$ cat src/rtl/riscv_zero_fetch.sv
// riscv_zero fetch stage: owns the PC, issues credit-limited in-order word
// fetches, buffers returned words with their PCs and hands them to decode.
// Redirects flush the buffer and discard every response still in flight.
module riscv_zero_fetch #(
   parameter logic [31:0] RESET_PC = 32'h0000_0000,
   parameter int unsigned DEPTH    = 2
) (
   input  logic        clk,
   input  logic        reset_n,
   output logic        imem_req_valid,
   input  logic        imem_req_ready,
   output logic [31:0] imem_req_addr,
   input  logic        imem_rsp_valid,
   input  logic [31:0] imem_rsp_data,
   input  logic        redirect_valid,
   input  logic [31:0] redirect_pc,
   output logic        inst_valid,
   input  logic        inst_ready,
   output logic [31:0] inst_data,
   output logic [31:0] pc_out
);

   localparam int unsigned AW = $clog2(DEPTH);
   localparam int unsigned CW = AW + 1;            // counters span 0..DEPTH
   localparam logic [CW-1:0] ONE_C   = 1;
   localparam logic [AW-1:0] ONE_A   = 1;
   localparam logic [CW:0]   DEPTH_W = (CW+1)'(DEPTH);

   // architectural state
   logic [31:0]   pc_q, pc_d;
   logic [31:0]   rsp_pc_q, rsp_pc_d;
   logic [CW-1:0] outst_q, outst_d;
   logic [CW-1:0] drop_q, drop_d;
   logic [CW-1:0] cnt_q, cnt_d;
   logic [AW-1:0] wr_ptr_q, wr_ptr_d;
   logic [AW-1:0] rd_ptr_q, rd_ptr_d;

   // buffer storage, no reset needed: occupancy is tracked by cnt_q
   logic [31:0] pc_mem   [DEPTH];
   logic [31:0] inst_mem [DEPTH];

   logic [CW:0] credit_sum;
   logic        acc;
   logic        rsp_ok;
   logic        pop;
   logic        push;
   logic        unused_ok;

   // low target bits are forced to zero, so they carry no information
   assign unused_ok = ^redirect_pc[1:0];

   // credit uses registered counts only; a pop in the same cycle frees nothing yet
   assign credit_sum     = {1'b0, outst_q} + {1'b0, cnt_q};
   assign imem_req_valid = reset_n & (credit_sum < DEPTH_W);
   assign imem_req_addr  = pc_q;

   assign inst_valid = (cnt_q != '0);
   assign inst_data  = inst_valid ? inst_mem[rd_ptr_q] : 32'd0;
   assign pc_out     = inst_valid ? pc_mem[rd_ptr_q]   : 32'd0;

   assign acc    = imem_req_valid & imem_req_ready;
   // a response with nothing outstanding is a protocol error and is ignored
   assign rsp_ok = imem_rsp_valid & (outst_q != '0);
   assign pop    = inst_valid & inst_ready;

   // outstanding count: +1 per accepted request, -1 per honoured response
   always_comb begin
      outst_d = outst_q;
      if (acc && !rsp_ok) begin
         outst_d = outst_q + ONE_C;
      end else if (!acc && rsp_ok) begin
         outst_d = outst_q - ONE_C;
      end
   end

   // next-state for PC, drop counter and buffer; redirect overrides everything
   always_comb begin
      pc_d     = pc_q;
      rsp_pc_d = rsp_pc_q;
      drop_d   = drop_q;
      cnt_d    = cnt_q;
      wr_ptr_d = wr_ptr_q;
      rd_ptr_d = rd_ptr_q;
      push     = 1'b0;
      if (redirect_valid) begin
         pc_d     = {redirect_pc[31:2], 2'b00};
         rsp_pc_d = {redirect_pc[31:2], 2'b00};
         // everything still in flight after this edge belongs to the old path
         drop_d   = outst_d;
         cnt_d    = '0;
         wr_ptr_d = '0;
         rd_ptr_d = '0;
      end else begin
         if (acc) begin
            pc_d = pc_q + 32'd4;
         end
         if (rsp_ok) begin
            if (drop_q != '0) begin
               drop_d = drop_q - ONE_C;
            end else begin
               push     = 1'b1;
               rsp_pc_d = rsp_pc_q + 32'd4;
            end
         end
         if (push) begin
            wr_ptr_d = wr_ptr_q + ONE_A;
         end
         if (pop) begin
            rd_ptr_d = rd_ptr_q + ONE_A;
         end
         if (push && !pop) begin
            cnt_d = cnt_q + ONE_C;
         end else if (!push && pop) begin
            cnt_d = cnt_q - ONE_C;
         end
      end
   end

   // state registers with synchronous active-low reset
   always_ff @(posedge clk) begin
      if (!reset_n) begin
         pc_q     <= RESET_PC;
         rsp_pc_q <= RESET_PC;
         outst_q  <= '0;
         drop_q   <= '0;
         cnt_q    <= '0;
         wr_ptr_q <= '0;
         rd_ptr_q <= '0;
      end else begin
         pc_q     <= pc_d;
         rsp_pc_q <= rsp_pc_d;
         outst_q  <= outst_d;
         drop_q   <= drop_d;
         cnt_q    <= cnt_d;
         wr_ptr_q <= wr_ptr_d;
         rd_ptr_q <= rd_ptr_d;
      end
   end

   // buffer write: kept responses are stored with the PC they were fetched from
   always_ff @(posedge clk) begin
      if (push) begin
         pc_mem[wr_ptr_q]   <= rsp_pc_q;
         inst_mem[wr_ptr_q] <= imem_rsp_data;
      end
   end

endmodule

$ cat config.mk
export PLATFORM = sky130hd
export DESIGN_NAME = riscv_zero_fetch
export DESIGN_NICKNAME = d
export VERILOG_FILES = /design/src/rtl/riscv_zero_fetch.sv
export SDC_FILE = /design/constraint.sdc
export NUM_CORES = 1
export LEC_CHECK = 0
export ABC_AREA = 1
export BUFFER_PORTS_ARGS = -buffer_cell sky130_fd_sc_hd__buf_2
export CAP_MARGIN = 20
export CORE_MARGIN = 2
export CORE_UTILIZATION = 25
export CTS_BUF_LIST = sky130_fd_sc_hd__clkbuf_8
export DETAILED_ROUTE_END_ITERATION = 8
export PLACE_DENSITY = 0.49
export SYNTH_ARGS = -nofsm -noshare
export SYNTH_HDL_FRONTEND = slang
export SYNTH_SLANG_ARGS = --single-unit
$ cat constraint.sdc
create_clock -name clk -period 9.7 [get_ports clk]
set_input_delay 1.94 -clock clk [delete_from_list [all_inputs] [get_ports clk]]
set_output_delay 1.94 -clock clk [all_outputs]
set_load 0.03 [all_outputs]
==> flow_summary.toml, run 1 <==
[run_status]
outcome = "complete, no violations"

[synth]
yosys.area_share.simple_pct = 26.6
synth_compound_area_share_pct = 10.3
synth_flop_cell = "edfxtp_1"
synth_cells = 1131
synth.avg_cell_area_um2 = 8.35
synth-edff-count = 124
synth_top_family_by_area = "simple AND/OR/NAND/NOR gates"
synthAdderAreaFrac_pct = 0.874
synthDistinctLibCells = 39
seq_area_frac_synth_pct = 54.0
syn_area_um2 = 9450
yosysWarnings = 0
yosys-mux-area-fraction_pct = 0
ys_seq_elements = 193
synth_xor_area_share_pct = 1.39
async_reset_ff_share_pct = 0

[clock_tree]
h-tree-depth = 4
cts_hold_buf = 0
cts_root_buffer = "clkbuf_8"
cts_tree = "yes"
cts_max_path_buffers = 2
clock_latency_ns = 0.48
cts_buffers = 17
cts_setup_buffers = 0
post_cts_resized = 0
clkTransAtPathRegs_ns = 0.10
cts.sinks = 193

[route]
wl_um = 27900
first_iter_violations = 592
avgRoutedWirePerCell_um = 15.5
first_pass_iters = 5
vias_per_cell = 4.38
drc = 0
ant_nets = 0
vias = 7904

[timing]
rsz0062_at_grt = "false"
final_max_slew_viol_count = 0
tightest_slew_ns = 0.913
finalSetupViolCount = 0
clock_skew_ns = 0.0165
max_freq_mhz = 217
post-route-period-util_pct = 47.5
min_period_ns = 4.61
max_slew_margin_pct = 39.2
finalHoldViolations = 0
setup_tns_ns = 0

[final_layout]
n_fill_cell = 3998
seqCellArea_um2 = 5110
diodes = 0
area_delta_synth_final_pct = 18.3
drive_above_1_share_pct = 20.5
final_util_pct = 29.9
nets = 1355
multi_input_comb_area_um2 = 3740

[global_route]
grt_use_total_pct = 14.2
grt_pass1_vias = 7403
overflow = 0
grt_max_degree = 64
grt_pass1_wl_um = 42300
antenna_found_initial = 0

[setup_path]
crit_type = "reg -> out"
cp.arrival_ns = 2.67
required_ns = 7.76
crit_fanout = 63
critPathCaptureType = "primary output"
setup.worst_path.start_class = "register"

[die]
initial_core_util_pct = 25.3
die-area_um2 = 39400
rows = 71
die_height_um = 198
fp.dieW_um = 198
io-pin-count = 168
core-area_um2 = 37400

[flow_run]
drv_cap = 0

[min_path]
hold_path_class = "reg -> reg"

[power_and_ir_drop]
power_leakage_nw = 4.53
vdd_ir_drop_max_mv = 0.0827
p_per_area_nw_per_um2 = 175

[placed_design]
dp_hpwl_um = 19100
gp_congestion = 0.850
port_buffers = 161
==> path summary, 6_finish.rpt <==
| path | from | to | slack (ns) | cells after the start |
|---|---|---|---|---|
| setup reg to reg | outst_q[0]$_SDFF_PN0_ | inst_mem[0][12]$_DFFE_PP_ | 6.79 | 8 |
| hold reg to reg | rd_ptr_q$_SDFFE_PP0P_ | register | 0.48 | 2 |
| hold / removal | rd_ptr_q$_SDFFE_PP0P_ | register | 0.48 | 2 |
| setup / recovery | register | pc_out[21] | 5.09 | 6 |
==> registers in the layout, indices dropped and copies added, names as in the netlist, named ones only <==
name and count:
inst_mem 64, pc_mem 60, imem_req_addr 30, rsp_pc_q 30, cnt_q 2, drop_q 2
outst_q 2, rd_ptr_q 1, wr_ptr_q 1
==> logic make-up after synthesis <==
logic type | count (synthesis)
AND/OR/NAND/NOR | 577
adder cells (fa/ha/maj) | 6
flip-flops | 193
other | 1
AO/OA/AOI/OAI | 187
XOR/XNOR | 15
buffers and inverters | 152
==> critical path, stage by stage (launching register included) <==
cell and delay, ns:
dfxtp_2 0.32, buf_4 0.33, inv_2 0.40, buf_4 0.53, nand2_1 0.10, a21oi_1 0.22, buf_2 0.24
==> layout make-up <==
class	count	share of cell area (%)
flip-flops and latches	193	45.7
multi-input cells	789	33.4
repair buffers	168	7.75
well taps	511	5.72
inverters	110	3.69
clock buffers	17	2.09
clock inverters	15	1.61
==> placed cells by master, fill, tap and decap left out, types with 9 or more instances in the layout <==
cell type,n
clkbuf_8,17
nand2_1,367
a21oi_1,119
dfxtp_1,68
o21ai_0,42
inv_2,9
nor2_4,13
nor2_2,16
nor2_1,91
a31oi_1,12
xor2_1,12
edfxtp_1,124
inv_1,101
nand2_2,11
nand3_1,50
buf_2,161
==> per-layer routing <==
| metal | global-route usage (%) | part of all wire, % |
|---|---|---|
| met5 | 0 | 0 |
| met4 | 4.15 | 2.0 |
| met3 | 2.58 | 6.2 |
| met2 | 22.1 | 44 |
| met1 | 20.1 | 48 |
==> metrics by stage <==
stage	worst slack [ns]	cells	hold WS [ns]	instance area [um2]	total power (W)
2_1_floorplan	4.28	1134	0.447	9460	0.00128
3_3_place_gp	5.10	1770	0.454	10700	0.00142
3_5_place_dp	5.09	1771	0.459	10800	0.00143
4_1_cts	4.90	1803	0.479	11200	0.00198
5_1_grt	4.76	1803	0.499	11200	0.00206
6_report	5.09	1803	0.479	11200	0.00195
==> Yosys cell counts, types with 7 or more instances <==
master / count / area, um2
a21oi_1: 119 / 596
a31oi_1: 12 / 75.1
buf_2: 7 / 35.0
clkbuf_1: 23 / 86.3
dfxtp_1: 69 / 1380
edfxtp_1: 124 / 3720
inv_1: 101 / 379
inv_2: 9 / 33.8
nand2_1: 367 / 1380
nand2_2: 11 / 68.8
nand3_1: 50 / 250
nand4_1: 7 / 43.8
nor2_1: 94 / 353
nor2_2: 16 / 100
nor2_4: 10 / 113
o21ai_0: 42 / 210
xor2_1: 12 / 105
==> where the power goes <==
group | switching, W | total, W | leakage [nW] | internal, W
sequential | 0.0000447 | 0.000977 | 1.70 | 0.000933
clock | 0.000334 | 0.000554 | 0.209 | 0.000220
combinational | 0.000312 | 0.000423 | 2.62 | 0.000112
Power figures use the tool's default switching activity.
==> run 2: changes to the inputs <==
--- a/config.mk
+++ b/config.mk
@@ -5,14 +5,14 @@
 export SDC_FILE = /design/constraint.sdc
 export NUM_CORES = 1
 export LEC_CHECK = 0
-export ABC_AREA = 1
+export ABC_AREA = 0
 export BUFFER_PORTS_ARGS = -buffer_cell sky130_fd_sc_hd__buf_2
 export CAP_MARGIN = 20
 export CORE_MARGIN = 2
 export CORE_UTILIZATION = 25
 export CTS_BUF_LIST = sky130_fd_sc_hd__clkbuf_8
 export DETAILED_ROUTE_END_ITERATION = 8
-export PLACE_DENSITY = 0.49
+export PLACE_DENSITY = 0.51
 export SYNTH_ARGS = -nofsm -noshare
 export SYNTH_HDL_FRONTEND = slang
 export SYNTH_SLANG_ARGS = --single-unit
==> constraint.sdc (replaced) <==
create_clock -name clk -period 3.8 [get_ports clk]
set_input_delay 0.76 -clock clk [delete_from_list [all_inputs] [get_ports clk]]
set_output_delay 0.76 -clock clk [all_outputs]
set_load 0.03 [all_outputs]
==> run 2 against run 1 <==
Against the previous run: worst setup slack lost 4.2 ns; first-iteration DRC count shrank 39%; synthesized cell count shrank 37%; power grew 150%; cell count shrank 27%; area after synthesis shrank 12%; clock skew grew 0.0011 ns; combinational power grew 150%; sequential share of layout area grew 5.2 points; utilization grew 0.85 points; wire length shrank 22%; critical path depth is the same; critical path type is now reg -> reg; largest cell class unchanged.
==> flow_summary.toml, run 2 <==
[run_status]
outcome = "complete, no violations"

[clock_tree]
post_cts_resized = 0
h-tree-depth = 4
cts_tree = "yes"
clock_latency_ns = 0.45
cts_buffers = 17
cts_setup_buffers = 0
clkTransAtPathRegs_ns = 0.11
cts_root_buffer = "clkbuf_8"
cts.sinks = 193
cts_hold_buf = 0
cts_max_path_buffers = 2

[setup_path]
startpoint = "cnt_q[0]$_SDFFE_PP0P_"
cp.arrival_ns = 3.28
required_ns = 4.19
crit_type = "reg -> reg"
setup.worst_path.start_class = "register"
worstReg2RegStart = "cnt_q[0]$_SDFFE_PP0P_"
crit_fanout = 15
critPathCaptureType = "register"

[die]
die-area_um2 = 34800
die_height_um = 187
rows = 66
fp.dieW_um = 187
io-pin-count = 168
initial_core_util_pct = 25.5
core-area_um2 = 32700

[global_route]
overflow = 0
grt_use_total_pct = 12.4
grt_pass1_vias = 5793
antenna_found_initial = 0
grt_pass1_wl_um = 33700
grt_max_degree = 86

[timing]
finalHoldViolations = 0
min_period_ns = 2.89
post-route-period-util_pct = 76.1
max_slew_margin_pct = 42.3
timing.final.ws_setup_ns = 0.909
setup_tns_ns = 0
finalSetupViolCount = 0
final_max_slew_viol_count = 0
tightest_slew_ns = 0.865
max_freq_mhz = 346
clock_skew_ns = 0.0176
rsz0062_at_grt = "false"

[power_and_ir_drop]
power_leakage_nw = 3.49
total_power_w = 0.00483
vdd_ir_drop_max_mv = 0.209
p_per_area_nw_per_um2 = 481

[final_layout]
drive_above_1_share_pct = 24.4
nets = 936
design_area_um2 = 10000
layout_commonest_cell = "buf_2"
regMostFlops = "inst_mem"
n_fill_cell = 3387
largest_register_ffs = 64
instances_no_fill = 1315
area_delta_synth_final_pct = 20.5
largestRegisters = "inst_mem x64, pc_mem x60"
mostFrequentLayoutCells = "161 x buf_2, 124 x edfxtp_1, 74 x nor2_1"
diodes = 0

[route]
avgRoutedWirePerCell_um = 16.5
wl_um = 21700
first_iter_violations = 363
drc = 0
vias_per_cell = 4.67
vias = 6138
first_pass_iters = 5
ant_nets = 0

[synth]
seq_area_frac_synth_pct = 61.2
synth_top_area_share_pct = 44.6
synth_cells = 707
synthTopCellsByCount = "124 x edfxtp_1, 75 x nor2_1, 69 x dfxtp_1, 64 x mux2i_1, 43 x o21ai_0"
synth.most_common_cell = "edfxtp_1"
synth.avg_cell_area_um2 = 11.8
synth-edff-count = 124
syn_area_um2 = 8340
synth_area_leaders = "edfxtp_1 45%, dfxtp_1 17%, mux2i_1 7.7%"
synthDistinctLibCells = 49
synth.largest_area_cell = "edfxtp_1"
synth_flop_cell = "edfxtp_1"
yosysWarnings = 0
async_reset_ff_share_pct = 0
ys_seq_elements = 193

[placed_design]
dp_hpwl_um = 15300
port_buffers = 161
dp_slack_ns = 0.918
gp_congestion = 0.807
dp.cells = 1283
dpl_cell_area_um2 = 9670

[flow_run]
drv_cap = 0

[min_path]
min-delay-start = "imem_rsp_data[4]"
hold_path_class = "in -> reg"
==> run 2: layout make-up <==
type | count | area, um2 | share of cell area [%]
sequential | 193 | 5110 | 50.8
multi-input combinational | 461 | 3040 | 30.2
timing repair buffer | 172 | 913 | 9.09
tap | 442 | 553 | 5.50
clock buffer | 19 | 262 | 2.60
clock inverter | 13 | 116 | 1.16
inverter | 15 | 56.3 | 0.560
==> run 2: metrics by stage <==
stage,hold slack (ns),utilization [%]
6_report,0.482,30.7
5_1_grt,0.439,30.7
4_1_cts,0.437,30.7
3_5_place_dp,0.490,29.6
3_3_place_gp,0.482,29.6
2_1_floorplan,0.448,-
==> run 2: logic make-up (layout without fill, tap and decap cells) <==
family | after synthesis | in the layout | share of synthesized area, %
compound gates | 132 | 132 | 9.60
xor+xnor | 25 | 25 | 2.62
fa+ha+maj | 7 | 7 | 1.11
buf+inv | 56 | 219 | 2.74
flops | 193 | 193 | 61.2
mux | 64 | 64 | 7.68
other cells | 1 | 4 | 0.0450
simple gates | 229 | 229 | 15.0
==> run 2: worst max-delay path, cell delays in order, from the launching register on <==
cell	delay [ns]
dfxtp_1	0.45
and2_1	0.18
fa_1	0.45
nand4bb_4	0.37
or4_1	0.75
or4_1	0.44
a31oi_1	0.18
==> run 2: final timing paths <==
check                                                       to  slack [ns]  cells past startpoint
worst max-delay path            imem_req_addr[27]$_SDFFE_PN0P_        0.91                      6
worst min-delay path                  inst_mem[0][4]$_DFFE_PP_        0.48                      1
worst max register to register  imem_req_addr[27]$_SDFFE_PN0P_        0.91                      6
worst min register to register                        register        0.52                      2
==> run 2: report_power, final <==
group,total [W],switching [W],internal [W]
Sequential,0.00250,0.000118,0.00238
Combinational,0.00104,0.000701,0.000338
Clock,0.00129,0.000781,0.000514
Total,0.00483,0.00160,0.00324
==> run 2: layer usage <==
metal | vias up | track usage, % | wire [um]
met5 | - | 0 | 0
met4 | 0 | 2.35 | 106
met3 | 5 | 3.18 | 1450
met2 | 223 | 18.9 | 9590
met1 | 2925 | 17.9 | 10500
li1 | 2985 | - | -
